### src/rtl/alu_multicycle_pkg.sv
// ---------------------------------------------------------------------------
// alu_multicycle_pkg
//   Shared opcode header for the ALU family, plus the state encoding of the
//   multicycle ALU controller.
//   Contents:
//     opcode_e   : 5-bit opcode set. DIV and MOD occupy codes that the
//                  combinational ALU left unused.
//     state_e    : IDLE / ITER / DONE controller states.
//     is_iter_op : true for the opcodes served by the iterative engine.
// ---------------------------------------------------------------------------
package alu_multicycle_pkg;

    typedef enum logic [4:0] {
        OP_NOP  = 5'd0,
        OP_ADD  = 5'd1,
        OP_SUB  = 5'd2,
        OP_INC  = 5'd3,
        OP_DEC  = 5'd4,
        OP_AND  = 5'd5,
        OP_OR   = 5'd6,
        OP_XOR  = 5'd7,
        OP_NOT  = 5'd8,
        OP_NAND = 5'd9,
        OP_NOR  = 5'd10,
        OP_NXOR = 5'd11,
        OP_LSH  = 5'd12,
        OP_ALSH = 5'd13,
        OP_RSH  = 5'd14,
        OP_ARSH = 5'd15,
        OP_ROTL = 5'd16,
        OP_ROTR = 5'd17,
        OP_MUL  = 5'd18,
        OP_DIV  = 5'd19,
        OP_MOD  = 5'd20
    } opcode_e;

    typedef enum logic [1:0] {
        ST_IDLE = 2'd0,
        ST_ITER = 2'd1,
        ST_DONE = 2'd2
    } state_e;

    function automatic logic is_iter_op(input logic [4:0] op);
        return (op == OP_MUL) || (op == OP_DIV) || (op == OP_MOD);
    endfunction

endpackage

### src/rtl/alu_muldiv_iter.sv
// ---------------------------------------------------------------------------
// alu_muldiv_iter
//   Shared unsigned iterative engine: WIDTH-step shift-add multiply or
//   restoring divide on operand magnitudes. Signs are handled by the caller.
//   Ports:
//     clk, rst    : clock, asynchronous active-high reset
//     flush_i     : abandon the current operation (counter cleared)
//     start_i     : load magnitudes and start a WIDTH-step run
//     is_div_i    : 1 = restoring divide, 0 = shift-add multiply
//     a_mag_i     : |a| (multiplier / dividend)
//     b_mag_i     : |b| (multiplicand / divisor)
//     cnt_o       : remaining steps; 1 means the step in progress is the last
//     hi_d_o      : next high half (product high / remainder)
//     lo_d_o      : next low half  (product low  / quotient)
//   The caller samples hi_d_o/lo_d_o while cnt_o==1 so the final step and the
//   sign fix-up land on the same edge.
// ---------------------------------------------------------------------------
module alu_muldiv_iter #(
    parameter int WIDTH = 32,
    parameter int CW    = $clog2(WIDTH) + 1
) (
    input  logic             clk,
    input  logic             rst,
    input  logic             flush_i,
    input  logic             start_i,
    input  logic             is_div_i,
    input  logic [WIDTH-1:0] a_mag_i,
    input  logic [WIDTH-1:0] b_mag_i,
    output logic [CW-1:0]    cnt_o,
    output logic [WIDTH-1:0] hi_d_o,
    output logic [WIDTH-1:0] lo_d_o
);

    logic [WIDTH-1:0] hi_q, hi_d;
    logic [WIDTH-1:0] lo_q, lo_d;
    logic [WIDTH-1:0] mb_q;
    logic             div_q;
    logic [CW-1:0]    cnt_q;

    logic [WIDTH:0]   rem_w;
    logic [WIDTH:0]   sum_w;
    logic             q_bit;

    always_comb begin
        hi_d  = hi_q;
        lo_d  = lo_q;
        rem_w = '0;
        sum_w = '0;
        q_bit = 1'b0;
        if (div_q) begin
            // Shift the next dividend bit into the partial remainder and
            // subtract the divisor when it fits.
            rem_w = {hi_q, lo_q[WIDTH-1]};
            if (rem_w >= {1'b0, mb_q}) begin
                rem_w = rem_w - {1'b0, mb_q};
                q_bit = 1'b1;
            end
            hi_d = rem_w[WIDTH-1:0];
            lo_d = {lo_q[WIDTH-2:0], q_bit};
        end else begin
            // Add the multiplicand when the multiplier LSB is set, then shift
            // the whole {hi, lo} pair right by one.
            sum_w = {1'b0, hi_q} + (lo_q[0] ? {1'b0, mb_q} : '0);
            hi_d  = sum_w[WIDTH:1];
            lo_d  = {sum_w[0], lo_q[WIDTH-1:1]};
        end
    end

    always_ff @(posedge clk or posedge rst) begin
        if (rst) begin
            hi_q  <= '0;
            lo_q  <= '0;
            mb_q  <= '0;
            div_q <= 1'b0;
            cnt_q <= '0;
        end else if (flush_i) begin
            cnt_q <= '0;
        end else if (start_i) begin
            hi_q  <= '0;
            lo_q  <= a_mag_i;
            mb_q  <= b_mag_i;
            div_q <= is_div_i;
            cnt_q <= CW'(WIDTH);
        end else if (cnt_q != '0) begin
            hi_q  <= hi_d;
            lo_q  <= lo_d;
            cnt_q <= cnt_q - CW'(1);
        end
    end

    assign cnt_o  = cnt_q;
    assign hi_d_o = hi_d;
    assign lo_d_o = lo_d;

endmodule

### src/rtl/alu_multicycle.sv
// ---------------------------------------------------------------------------
// alu_multicycle
//   Registered ALU with valid/ready handshakes. Logic, shift, rotate and
//   add/sub ops complete in one cycle; signed MUL/DIV/MOD run WIDTH steps on
//   the shared alu_muldiv_iter engine, followed by sign fix-up here.
//   Ports:
//     clk, rst            : clock, asynchronous active-high reset
//     flush               : synchronous abort, back to IDLE, nothing delivered
//     in_valid / in_ready : operand handshake (accept on both high at an edge)
//     opcode              : 5-bit opcode (alu_multicycle_pkg::opcode_e)
//     data_a, data_b      : signed operands, captured at accept
//     out_valid/out_ready : result handshake
//     result              : WIDTH-bit result
//     overflow, error,
//     zero, negative      : flags qualified by out_valid
// ---------------------------------------------------------------------------
module alu_multicycle
    import alu_multicycle_pkg::*;
#(
    parameter int WIDTH = 32,
    parameter int SHW   = $clog2(WIDTH)
) (
    input  logic                    clk,
    input  logic                    rst,
    input  logic                    flush,
    input  logic                    in_valid,
    output logic                    in_ready,
    input  logic [4:0]              opcode,
    input  logic signed [WIDTH-1:0] data_a,
    input  logic signed [WIDTH-1:0] data_b,
    output logic                    out_valid,
    input  logic                    out_ready,
    output logic [WIDTH-1:0]        result,
    output logic                    overflow,
    output logic                    error,
    output logic                    zero,
    output logic                    negative
);

    localparam int CW = SHW + 1;
    localparam logic [WIDTH-1:0] MIN_V = {1'b1, {(WIDTH-1){1'b0}}};
    localparam logic [WIDTH-1:0] MAX_V = ~MIN_V;

    state_e                  state_q;
    logic [4:0]              op_q;
    logic signed [WIDTH-1:0] a_q, b_q;
    logic [WIDTH-1:0]        result_q;
    logic                    ovf_q, err_q, zero_q, neg_q;

    logic accept;

    assign in_ready = (state_q == ST_IDLE) || ((state_q == ST_DONE) && out_ready);
    assign accept   = in_valid && in_ready && !flush;

    // Single-cycle datapath, driven straight from the input operands.
    logic [SHW-1:0]       sh_amt;
    logic                 sh_big;
    logic [2*WIDTH-1:0]   rot_l, rot_r;
    logic [WIDTH-1:0]     sum_w;
    logic [WIDTH-1:0]     sc_res;
    logic                 sc_ovf, sc_err;

    assign sh_amt = data_b[SHW-1:0];
    assign sh_big = |data_b[WIDTH-1:SHW];
    // Rotating the doubled word keeps the rotate-by-0 case free of a WIDTH shift.
    assign rot_l  = {data_a, data_a} << sh_amt;
    assign rot_r  = {data_a, data_a} >> sh_amt;

    always_comb begin
        sc_res = '0;
        sc_ovf = 1'b0;
        sc_err = 1'b0;
        sum_w  = '0;
        case (opcode)
            OP_NOP:  ;
            OP_ADD: begin
                sum_w  = data_a + data_b;
                sc_res = sum_w;
                sc_ovf = (data_a[WIDTH-1] == data_b[WIDTH-1]) && (sum_w[WIDTH-1] != data_a[WIDTH-1]);
            end
            OP_SUB: begin
                sum_w  = data_a - data_b;
                sc_res = sum_w;
                sc_ovf = (data_a[WIDTH-1] != data_b[WIDTH-1]) && (sum_w[WIDTH-1] != data_a[WIDTH-1]);
            end
            OP_INC: begin
                sc_res = $unsigned(data_a) + WIDTH'(1);
                sc_ovf = ($unsigned(data_a) == MAX_V);
            end
            OP_DEC: begin
                sc_res = $unsigned(data_a) - WIDTH'(1);
                sc_ovf = ($unsigned(data_a) == MIN_V);
            end
            OP_AND:  sc_res = data_a & data_b;
            OP_OR:   sc_res = data_a | data_b;
            OP_XOR:  sc_res = data_a ^ data_b;
            OP_NOT:  sc_res = ~data_a;
            OP_NAND: sc_res = ~(data_a & data_b);
            OP_NOR:  sc_res = ~(data_a | data_b);
            OP_NXOR: sc_res = ~(data_a ^ data_b);
            OP_LSH, OP_ALSH: sc_res = sh_big ? '0 : ($unsigned(data_a) << sh_amt);
            OP_RSH:  sc_res = sh_big ? '0 : ($unsigned(data_a) >> sh_amt);
            OP_ARSH: sc_res = sh_big ? {WIDTH{data_a[WIDTH-1]}} : $unsigned(data_a >>> sh_amt);
            OP_ROTL: sc_res = rot_l[2*WIDTH-1:WIDTH];
            OP_ROTR: sc_res = rot_r[WIDTH-1:0];
            OP_MUL, OP_DIV, OP_MOD: ;
            default: sc_err = 1'b1;
        endcase
    end

    // Iterative engine on operand magnitudes.
    logic [WIDTH-1:0] a_mag, b_mag;
    logic [CW-1:0]    it_cnt;
    logic [WIDTH-1:0] it_hi_d, it_lo_d;

    assign a_mag = data_a[WIDTH-1] ? -$unsigned(data_a) : $unsigned(data_a);
    assign b_mag = data_b[WIDTH-1] ? -$unsigned(data_b) : $unsigned(data_b);

    alu_muldiv_iter #(
        .WIDTH (WIDTH),
        .CW    (CW)
    ) u_iter (
        .clk      (clk),
        .rst      (rst),
        .flush_i  (flush),
        .start_i  (accept && is_iter_op(opcode)),
        .is_div_i (opcode != OP_MUL),
        .a_mag_i  (a_mag),
        .b_mag_i  (b_mag),
        .cnt_o    (it_cnt),
        .hi_d_o   (it_hi_d),
        .lo_d_o   (it_lo_d)
    );

    // Sign fix-up of the final engine step.
    logic [2*WIDTH-1:0] prod_mag, prod_s;
    logic               res_neg;
    logic [WIDTH-1:0]   fx_res;
    logic               fx_ovf, fx_err;

    assign prod_mag = {it_hi_d, it_lo_d};
    assign res_neg  = a_q[WIDTH-1] ^ b_q[WIDTH-1];

    always_comb begin
        fx_res = '0;
        fx_ovf = 1'b0;
        fx_err = 1'b0;
        prod_s = '0;
        case (op_q)
            OP_MUL: begin
                prod_s = res_neg ? -prod_mag : prod_mag;
                fx_res = prod_s[WIDTH-1:0];
                fx_ovf = (prod_s[2*WIDTH-1:WIDTH] != {WIDTH{prod_s[WIDTH-1]}});
            end
            OP_DIV: begin
                if (b_q == '0) begin
                    fx_res = '1;
                    fx_err = 1'b1;
                end else if (($unsigned(a_q) == MIN_V) && (b_q == '1)) begin
                    fx_res = MIN_V;
                    fx_ovf = 1'b1;
                end else begin
                    fx_res = res_neg ? -it_lo_d : it_lo_d;
                end
            end
            OP_MOD: begin
                // MIN % -1 falls out as a zero remainder on its own.
                if (b_q == '0) begin
                    fx_res = a_q;
                    fx_err = 1'b1;
                end else begin
                    fx_res = a_q[WIDTH-1] ? -it_hi_d : it_hi_d;
                end
            end
            default: ;
        endcase
    end

    always_ff @(posedge clk or posedge rst) begin
        if (rst) begin
            state_q  <= ST_IDLE;
            op_q     <= OP_NOP;
            a_q      <= '0;
            b_q      <= '0;
            result_q <= '0;
            ovf_q    <= 1'b0;
            err_q    <= 1'b0;
            zero_q   <= 1'b0;
            neg_q    <= 1'b0;
        end else if (flush) begin
            state_q <= ST_IDLE;
        end else if (accept) begin
            op_q <= opcode;
            a_q  <= data_a;
            b_q  <= data_b;
            if (is_iter_op(opcode)) begin
                state_q <= ST_ITER;
            end else begin
                state_q  <= ST_DONE;
                result_q <= sc_res;
                ovf_q    <= sc_ovf;
                err_q    <= sc_err;
                zero_q   <= (sc_res == '0);
                neg_q    <= sc_res[WIDTH-1];
            end
        end else begin
            case (state_q)
                ST_ITER: begin
                    if (it_cnt == CW'(1)) begin
                        state_q  <= ST_DONE;
                        result_q <= fx_res;
                        ovf_q    <= fx_ovf;
                        err_q    <= fx_err;
                        zero_q   <= (fx_res == '0);
                        neg_q    <= fx_res[WIDTH-1];
                    end
                end
                ST_DONE: begin
                    if (out_ready) state_q <= ST_IDLE;
                end
                default: ;
            endcase
        end
    end

    assign out_valid = (state_q == ST_DONE);
    assign result    = result_q;
    assign overflow  = ovf_q;
    assign error     = err_q;
    assign zero      = zero_q;
    assign negative  = neg_q;

endmodule

### config.mk
export PLATFORM = sky130hd
export DESIGN_NAME = alu_multicycle
export DESIGN_NICKNAME = d
export VERILOG_FILES = /design/src/rtl/alu_multicycle_pkg.sv /design/src/rtl/alu_muldiv_iter.sv /design/src/rtl/alu_multicycle.sv
export SDC_FILE = /design/constraint.sdc
export NUM_CORES = 2
export LEC_CHECK = 0
export ABC_AREA = 0
export BUFFER_PORTS_ARGS = -buffer_cell sky130_fd_sc_hd__buf_2
export CAP_MARGIN = 20
export CELL_PAD_IN_SITES_DETAIL_PLACEMENT = 1
export CELL_PAD_IN_SITES_GLOBAL_PLACEMENT = 2
export CORE_ASPECT_RATIO = 0.5
export CORE_MARGIN = 5
export CORE_UTILIZATION = 41
export CTS_CLUSTER_DIAMETER = 120
export CTS_CLUSTER_SIZE = 14
export DETAILED_ROUTE_END_ITERATION = 8
export GPL_ROUTABILITY_DRIVEN = 1
export GPL_TIMING_DRIVEN = 0
export PLACE_DENSITY = 0.95
export SYNTH_ARGS = -nofsm -noshare
export SYNTH_HDL_FRONTEND = slang
export SYNTH_SLANG_ARGS = --single-unit
export TNS_END_PERCENT = 100
### constraint.sdc
create_clock -name clk -period 16.4 [get_ports clk]
set_input_delay 3.28 -clock clk [delete_from_list [all_inputs] [get_ports clk]]
set_output_delay 3.28 -clock clk [all_outputs]
set_load 0.05 [all_outputs]
==> impl_results.md <==
* Drt pass-1 iters at 6
* Synth Warn # at 0
* Ratio of cells with drive above 1 in the final layout at 0.0862
* WL final at 188000 um
* Fin area at around 34000 um^2
* Critical Path Start Type: input pin
* Largest net degree at the start of global routing at 107
* Max Slew Vio Count at 0
* Vias per inst at around 7.1
* Final Critical Period at ~12 ns
* CP endpoint kind: register
* Synth-to-Final Area Change at 8.00%
* Worst-margin pin slew at ~1.3 ns
* Worst slew margin at 0.0891
* Number of buffers added on ports at approximately 110
* ANT nets after route at 0
* Post-Syn Instances at 4271
* Pwr Total at 5.09 mW
* Core Region at around 76000 um^2
* Outcome: finished, final reports clean
* Predominant post-synthesis flop cell: dfrtp_1
* Worst skew pair latency at around 0.54 ns
* Mean Syn Cell Area at 7.38 um^2
* Post-synth top cells: 471 x nand2_1, 434 x o21ai_0, 387 x nor2_1
* CTS sink cnt at 209
* Post-synthesis sequential area ratio at 0.166
* CTS root buf: clkbuf_16
* Chip Width at roughly 400 um
* Post-Syn Area at roughly 32000 um^2
* Cells along the critical path: buf_2, clkbuf_1, clkinv_1, buf_1, clkbuf_1, buf_1, buf_1, buf_8, ha_1, clkbuf_1, nand4b_1, a21oi_1, o21ai_0, a31oi_1, o211a_1, o311ai_0, a21oi_1, o41ai_1, clkbuf_2, nand3_1, o31a_1, o31ai_1, nand4b_1, o21ai_1
* CP peak stage delay at 0.83 ns
* Mux cell area share after synthesis at 0.100
* Synth cell types at around 130
* Crit-path max FO at 10
* Synth top area share at 0.166
* Async S/R FF share, synth at 1.00
* PD cells at roughly 150 nW/um^2
* Fin crit share at 0.711
* Top cells by area, synth: dfrtp_1 17%, ha_1 7.7%, o21ai_0 6.9%
* Final Hold Fails at 0
* Placed inst area at around 34000 um^2
* Fmax at about 86 MHz
* Height of the die at 206 um
* Post-DP HPWL at around 150000 um
* VDD IR max at roughly 0.083 mV
* Post-Synth Simple-Gate Area at 0.226
* Num ports at about 110
* Total CTS buffers at 18
* XOR/XNOR share of the synthesized area at 0.0589
* Die area at between 80000 and 90000 um^2
* Count leader, synth: nand2_1
* Site row count at 71
* Total GRT Usage at 0.434
* Htree depth at 1
* Nets at between 4000 and 5000
* Post-CTS setup buffers at 0
* CP Buf/Inv Count at 10
* Total number of vias at between 30000 and 40000
* Largest area contributor in the netlist: dfrtp_1
* Hold Crit Class: register to register
* Synth Area in Compound Gates at 0.304
* Final clock skew at approximately 0.022 ns
* First-pass GRT wire length at 267000 um
* Max-cap violations at 0
* Final Util at 0.450
* Vias in the first global route at between 30000 and 40000
* Routability cong. at ~1.1
* Adder-cell area share of the yosys netlist at 0.0801
* Setup TNS at 0 ns
* #FFs+latches synth at between 200 and 250
* WL/cell at roughly 35 um
* EDFF count, synth at 0
* RSZ-0062 raised after global routing: false
* # hold bufs at CTS at 0
* Initial Utilization at 0.417
* DRC errors left at 0
* Syn Nets at 4544
* Critical Path AT at approximately 12 ns
* Critical path type: input pin to register
* Req. time, crit path at approximately 17 ns
* GRT overflow at 0
* Largest family of logic cells by synthesized area: compound AO/OA/AOI/OAI gates
* CTS max path bufs at 3
* Resized cells post-CTS at 0
* Slowest cell on crit path: o31ai_1
* Starting DRT DRC Count at 4987
* Antenna violations before repair at 13
* # setup viols final at 0
* Clock-pin transition on the worst setup and hold timing paths at roughly 0.08 ns
* TritonCTS clock tree: done
* Leakage at between 10 and 15 nW
* CP delay by family, top: buffers and inverters
cell type report:
class | instances | area [um^2]
diodes | 5 | 12.5
plain buffers | 321 | 1370
clock buffers | 20 | 479
fillers | 9721 | 41600
inverters | 179 | 679
multi-input cells | 3562 | 24300
flip-flops and latches | 209 | 5230
well taps | 1022 | 1280
repair buffers | 130 | 724
layer usage:
| metal | wire length, um | up-vias | share of wire | track usage |
|---|---|---|---|---|
| li1 | - | 16200 | - | - |
| met1 | 75500 | 19300 | 0.40 | 0.574 |
| met2 | 80000 | 2618 | 0.43 | 0.679 |
| met3 | 20800 | 622 | 0.11 | 0.0841 |
| met4 | 11700 | 6 | 0.062 | 0.226 |
| met5 | 41 | - | 0.00022 | 0 |
report_power, final:
group	leakage, nW	total (mW)	switching, mW	internal [mW]
clock	0.235	0.428	0.222	0.206
combinational	11.2	3.82	2.57	1.26
sequential	2.66	0.835	0.175	0.660
registers in the layout (all words and copies together), names as in the netlist:
signal	count
u_iter.lo_q	32
op_q	5
a_q	32
overflow	1
u_iter.cnt_o	6
result	32
state_q	2
error	1
b_q	32
zero	1
u_iter.hi_q	32
u_iter.div_q	1
u_iter.mb_q	32
tightest hold or removal path: stages, from the launching register on:
cell and delay (ns):
dfrtp_1 0.34, nand2_1 0.05, nand2_1 0.05
final timing paths:
check | slack, ns | cells after the start | endpoint | start
min in group asynchronous | 2.89 | 2 | u_iter.hi_q[6] | rst
min reg2reg | 0.47 | 2 | result[3] | result[3]
max in group asynchronous | 12.43 | 3 | a_q[28] | rst
min | 0.47 | 2 | result[3] | result[3]
max | 4.73 | 24 | overflow | data_b[3]
max reg2reg | 9.15 | 19 | overflow | u_iter.lo_q[0]
kinds of logic after synthesis:
group                    count (synthesis)
XOR/XNOR                               212
AND/OR/NAND/NOR                       1470
AO/OA/AOI/OAI                         1469
multiplexers                           212
buffers and inverters                  500
adder cells (fa/ha/maj)                199
flip-flops                             209
layout by cell type (no fill, tap or decap), types with 34 or more instances in the layout:
cell	synthesis	routed
xnor2_1	157	157
a21oi_1	323	323
xor2_1	55	55
ha_1	194	194
nand3_1	91	91
nand2b_1	38	38
a21o_1	59	59
buf_2	27	142
o22ai_1	42	42
nor3_1	92	92
nand4_1	63	63
o21a_1	34	34
mux4_2	80	80
dfrtp_1	209	209
clkbuf_1	249	250
a31oi_1	45	45
o21ai_0	434	434
a211oi_1	71	71
or3_1	34	34
o31ai_1	49	49
nand2_1	471	471
mux2i_1	104	104
nor2_1	387	387
inv_1	174	173
nor4_1	60	57
o211ai_1	61	61
nor2b_1	35	35
and2_1	51	51
stage by stage:
stage / cells / hold slack, ns / setup slack [ns]
2_1_floorplan: 4271 / 0.438 / 6.33
3_3_place_gp: 5402 / 0.447 / 2.94
3_5_place_dp: 5415 / 0.452 / 4.13
4_1_cts: 5435 / 0.467 / 4.64
5_1_grt: 5443 / 0.502 / 4.75
6_report: 5448 / 0.467 / 4.73
Note: power is estimated with default switching activity, not from simulation.
